==> config.mk <==
export PLATFORM = sky130hd
export DESIGN_NAME = aes_round_ctrl
export DESIGN_NICKNAME = d
export VERILOG_FILES = /design/src/rtl/aes_round_ctrl.sv
export SDC_FILE = /design/constraint.sdc
export NUM_CORES = 1
export LEC_CHECK = 0
export ABC_AREA = 1
export BUFFER_PORTS_ARGS = -buffer_cell sky130_fd_sc_hd__buf_2
export CAP_MARGIN = 25
export CORE_AREA = 2 2 50 52
export CTS_BUF_LIST = sky130_fd_sc_hd__clkbuf_4
export DETAILED_ROUTE_END_ITERATION = 7
export DIE_AREA = 0 0 52 54
export GPL_ROUTABILITY_DRIVEN = 0
export PLACE_DENSITY = 0.61
export SLEW_MARGIN = 25
export SYNTH_ARGS = -nofsm -noshare
export SYNTH_HDL_FRONTEND = slang
export SYNTH_SLANG_ARGS = --single-unit
==> constraint.sdc <==
create_clock -name CLK -period 2.3 [get_ports CLK]
set_input_delay 0.345 -clock CLK [delete_from_list [all_inputs] [get_ports CLK]]
set_output_delay 0.345 -clock CLK [all_outputs]
set_load 0.03 [all_outputs]
==> src/rtl/aes_round_ctrl.sv <==
// AES-128 round sequencer: walks INIT plus NR rounds one per clock, drives the
// state/key strobes with ROUND and RCON, and holds the result until it is accepted.
module aes_round_ctrl #(
   parameter int NR = 10,
   parameter int RW = 4
) (
   input  logic          CLK,
   input  logic          RSTB,
   input  logic          START,
   output logic          READY,
   output logic          LD_STATE,
   output logic          KEY_EN,
   output logic          EN_ROUND,
   output logic          LAST_RND,
   output logic [RW-1:0] ROUND,
   output logic [7:0]    RCON,
   output logic          OUT_VALID,
   input  logic          OUT_READY
);

   typedef enum logic [2:0] {
      IDLE  = 3'd0,
      INIT  = 3'd1,
      RND   = 3'd2,
      FINAL = 3'd3,
      HOLD  = 3'd4
   } state_t;

   localparam logic [RW-1:0] ROUND_PEN = RW'(NR - 1);
   localparam logic [7:0]    RCON_1    = 8'h01;

   state_t        state, state_nxt;
   logic [RW-1:0] round_q, round_nxt;
   logic [7:0]    rcon_q, rcon_nxt;

   function automatic logic [7:0] xtime(input logic [7:0] x);
      return {x[6:0], 1'b0} ^ (x[7] ? 8'h1B : 8'h00);
   endfunction

   always_ff @(posedge CLK) begin
      if (!RSTB) begin
         state   <= IDLE;
         round_q <= '0;
         rcon_q  <= RCON_1;
      end else begin
         state   <= state_nxt;
         round_q <= round_nxt;
         rcon_q  <= rcon_nxt;
      end
   end

   always_comb begin
      state_nxt = state;
      round_nxt = round_q;
      rcon_nxt  = rcon_q;
      case (state)
         IDLE: begin
            if (START) begin
               state_nxt = INIT;
               round_nxt = '0;
               rcon_nxt  = RCON_1;
            end
         end
         INIT: begin
            state_nxt = RND;
            round_nxt = RW'(1);
            rcon_nxt  = RCON_1;
         end
         RND: begin
            round_nxt = round_q + RW'(1);
            rcon_nxt  = xtime(rcon_q);
            if (round_q == ROUND_PEN) begin
               state_nxt = FINAL;
            end
         end
         FINAL: begin
            state_nxt = HOLD;
         end
         HOLD: begin
            // ROUND/RCON stay frozen at the final round until the next INIT.
            if (OUT_READY) begin
               if (START) begin
                  state_nxt = INIT;
                  round_nxt = '0;
                  rcon_nxt  = RCON_1;
               end else begin
                  state_nxt = IDLE;
               end
            end
         end
         default: begin
            state_nxt = IDLE;
            round_nxt = '0;
            rcon_nxt  = RCON_1;
         end
      endcase
   end

   assign READY     = (state == IDLE) || ((state == HOLD) && OUT_READY);
   assign LD_STATE  = (state == INIT);
   assign KEY_EN    = (state == RND) || (state == FINAL);
   assign EN_ROUND  = (state == RND) || (state == FINAL);
   assign LAST_RND  = (state == FINAL);
   assign OUT_VALID = (state == HOLD);
   assign ROUND     = round_q;
   assign RCON      = rcon_q;

endmodule
# After elaboration in Yosys (flattened, before gate mapping)
# Index checks and enable logic that the tools add are counted.
[classes]
eq_ne = 8
addsub = 1
n_reduce_logical = 6
n_mux = 12
bitwise = 2
[ops]
columns = ["op", "n"]
rows = [
  ["$pmux 8 s4", 1],
  ["$pmux 4 s5", 1],
  ["$mux 8", 2],
  ["$pmux 3 s5", 1],
  ["$mux 3", 3],
  ["$mux 4", 2],
  ["$xor 8x5->8", 1],
  ["$eq 3x2->1 const B", 2],
  ["$mux 5", 1],
  ["$add 4x1->4 const B", 1],
  ["$eq 4x4->1 const B", 1],
  ["$ne 2x2->1 const B", 2],
  ["$eq 3x1->1 const B", 1],
  ["$eq 3x3->1 const B", 1],
  ["$logic_not 3->1", 1],
  ["$reduce_and 3->1", 1],
  ["$logic_or 1x1->1", 2],
  ["$ne 2x1->1 const B", 1],
  ["$reduce_and 2->1", 1],
  ["$logic_and 1x1->1", 1],
  ["$mux 1", 1],
  ["$not 1->1", 1],
]
[word_totals]
word_cells = 32
register_bits = 15

# Longest topological paths before layout
[depth]
depth_word = 3
mapped_depth = 7
mapped_depth_nobuf = 7

# Least setup slack after synthesis
# OpenSTA, ideal clock, no wires.
[synth_timing]
path_type = "register -> output"
start = "register state[1]"
end = "output KEY_EN"
path_buffers = 1
path_stages_with_launch = 4
t_required_ns = 1.955
slack_ns = 0.784
arrival_ns = 1.171
cell_sequence = "dfxtp_1 inv_1 nor2_1 buf_4"
[synth_via]
elab_chain_len = 2
[synth_lines]
columns = ["element", "line_no", "source"]
rows = [
  ["start: declaration", "32", "state_t state, state_nxt;"],
  ["start signal: assignment", "46", "state <= state_nxt;"],
  ["$eq 3x2->1", "-", ""],
  ["$logic_or 1x1->1 (*)", "-", ""],
  ["end: declaration", "12", "output logic KEY_EN,"],
]
# Every way passes the cells marked *; elsewhere a longest branch is shown, timed or not.

# Final worst setup path
[layout_timing]
start = "register state[1]"
end = "output OUT_VALID"
[layout_via]
elab_chain_len = 1
[layout_lines]
columns = ["element", "line_no", "source"]
rows = [
  ["$eq 3x3->1", "104", "assign OUT_VALID = (state == HOLD);"],
  ["end: declaration", "17", "output logic OUT_VALID,"],
]
# Every way passes these cells.

==> flow_summary.yaml <==
die:
  die_y_um: 54
  rows: 18
  dieArea_um2: 2808
  fp.dieW_um: 52
  start_util_pct: 33.23
  io_pins: 22
  core_area_um2: 2320
layout:
  final_common_cell: "nand2_1"
  antennaDiodeCount: 0
  multi_input_area_um2: 391.6
  layout_common_cells: "28 x nand2_1, 21 x buf_2, 16 x nor2_1"
  drive_gt1_share_pct: 26.52
  final_cells: 162
  syn2layout_area_growth_pct: 19.64
  n_fill_cell: 248
  ff_latch_area_um2: 300.3
  layout.nets: 139
timing:
  setup_viol: 0
  fmax_mhz: 653.4
  period_minus_slack_ns: 1.530
  fin_skew_ns: 0.008054
  hold_viol: 0
  drv_slew: 0
  timing.slew.headroom_pct: 82.23
  worstMarginPinSlew_ns: 0.2658
  final.setup.tns_ns: 0
  period_share_pct: 66.54
  rsz0062_at_grt: "no"
synth:
  syn_area_um2: 770.7
  yosysUniqueCellTypes: 21
  synthCells: 109
  ys_warn_count: 0
  synth_xor_area_share_pct: 4.545
  syn_nets: 115
  synth_top_family_by_area: "simple AND/OR/NAND/NOR gates"
  yosys-mux-area-fraction_pct: 0
  synthDominantCellAreaShare_pct: 38.96
  yosys.area_share.simple_pct: 36.04
  synth_compound_area_share_pct: 6.981
  ys_seq_area_share_pct: 38.96
  syn_avg_cell_area_um2: 7.071
  yosys.area_share.adder_pct: 3.247
  synth.largest_area_cell: "dfxtp_1"
  synth_area_leaders: "dfxtp_1 39%, nand2_1 14%, nor2_1 7.8%"
  synth-seq-cells: 15
hold_path:
  hold_path_end: "RCON[0]"
  hold_path_class: "in2reg"
  hold_path_depth: 2
  hold_start: "RSTB"
power_and_ir_drop:
  p_leak_nw: 0.4605
  powerDensity_nw_per_um2: 844.2
  total_power_mw: 0.7785
  peakVddDrop_mv: 0.3414
clock_tree:
  ctsHoldBuffers: 0
  worstSkewPairLatency_ns: 0.29
  ctsResizeCount: 0
  clk_path_buf_depth: 2
  htree_num_levels: 1
  cts_made_buffers: 3
  cts.sinks: 15
  clk_pin_slew_ns: 0.10
  cts_setup_buffers: 0
  clockRootBuffer: "clkbuf_4"
  cts_tree: "built"
route:
  viasPerCell: 4.420
  drt-total-wl_mm: 1.571
  drt_iter0_markers: 13
  ant_nets: 0
  drtPass1Iterations: 4
  vias: 716
  drc_errors: 0
  wl_per_cell_um: 9.698
setup_path:
  cp_max_fo: 5
  r2r_setup_slack_ns: 1.10
  slowest_stage: "dfxtp_1"
  cp_top_family: "flip-flops"
  cp-end-kind: "output port"
  r2r_cells: 5
  arrival_ns: 1.19
  path_cells: "nor2_4, inv_1, nor2_1, buf_2"
  worst-path-buf-inv: 2
  critical_path_required_ns: 1.96
  worstSetupPathType: "reg2out"
  startpoint_type: "flop"
  r2r_end: "state[0]"
  slowest_delay_ns: 0.38
  r2r_start: "state[1]"
grt:
  grt_first_pass_wirelength_mm: 2.635
  gr-total-overflow: 0
  grt_antenna_before_repair: 0
  grt_pass1_vias: 647
  grt_max_degree: 18
  grtUsageTotal_pct: 12.67
place:
  place.port_buffers: 21
  dp.cells: 158
  dp_hpwl_mm: 1.156
job:
  max-cap-violations: 0
status:
  status: "finished, final reports clean"
[worst max path at each step]
stage | startpoint | to | slack [ns] | cells past startpoint
finish | state[1] | OUT_VALID | 0.77 | 4
global route | state[1] | OUT_VALID | 0.66 | 4
CTS | state[1] | OUT_VALID | 0.75 | 4
detailed placement | state[1] | OUT_VALID | 1.08 | 4
global placement | state[1] | OUT_VALID | 1.10 | 4
floorplan | state[1] | KEY_EN | 0.78 | 3
[sequential cells by signal, indices dropped and copies added (netlist names)]
register	count
RCON	8
ROUND	4
state	3
[where the power goes]
part,internal (mW),switching (mW),leakage (nW)
clock,0.0646,0.0877,0.0177
sequential,0.289,0.0346,0.122
combinational,0.0916,0.211,0.321
[synth_stat cells (all sizes together)]
| cell type | number |
|---|---|
| nand3 | 8 |
| buf | 2 |
| nand4 | 2 |
| o21ai | 1 |
| dfxtp | 15 |
| xnor2 | 3 |
| nor2 | 18 |
| xor2 | 1 |
| nand2 | 30 |
| inv | 16 |
| ha | 2 |
| a21oi | 9 |
| or2 | 2 |
[final cells by class]
class	count	area share, %
multi-input cells	76	42.47
well taps	30	4.071
inverters	16	6.513
flip-flops and latches	15	32.56
clock inverters	1	0.5427
repair buffers	21	11.40
clock buffers	3	2.442
[metrics by stage]
stage,area [um2],worst slack (ns),utilization (%),hold slack (ns)
after global routing,922.1,0.6634,39.75,0.3075
after detailed placement,894.6,1.078,38.57,0.4689
final,922.1,0.7695,39.75,0.3072
after global placement,894.6,1.100,38.57,0.4641
after floorplan,770.7,0.7838,-,0.4291
after CTS,922.1,0.7544,39.75,0.2991
[kinds of logic (layout without fill, tap and decap cells)]
| family | count (synthesis) | count (layout) |
|---|---|---|
| AO/OA/AOI/OAI | 10 | 10 |
| XOR/XNOR | 4 | 4 |
| AND/OR/NAND/NOR | 60 | 60 |
| buffers and inverters | 18 | 41 |
| flip-flops | 15 | 15 |
| adder cells (fa/ha/maj) | 2 | 2 |
[routing by layer]
layer / up-vias / part of all wire, % / global-route usage, %
met1: 311 / 45 / 14.96
li1: 381 / - / -
met4: 0 / 1.5 / 5.263
met2: 19 / 48 / 21.10
met3: 5 / 6.1 / 4.167
met5: - / 0 / 0
Note: power is estimated with default switching activity, not from simulation.
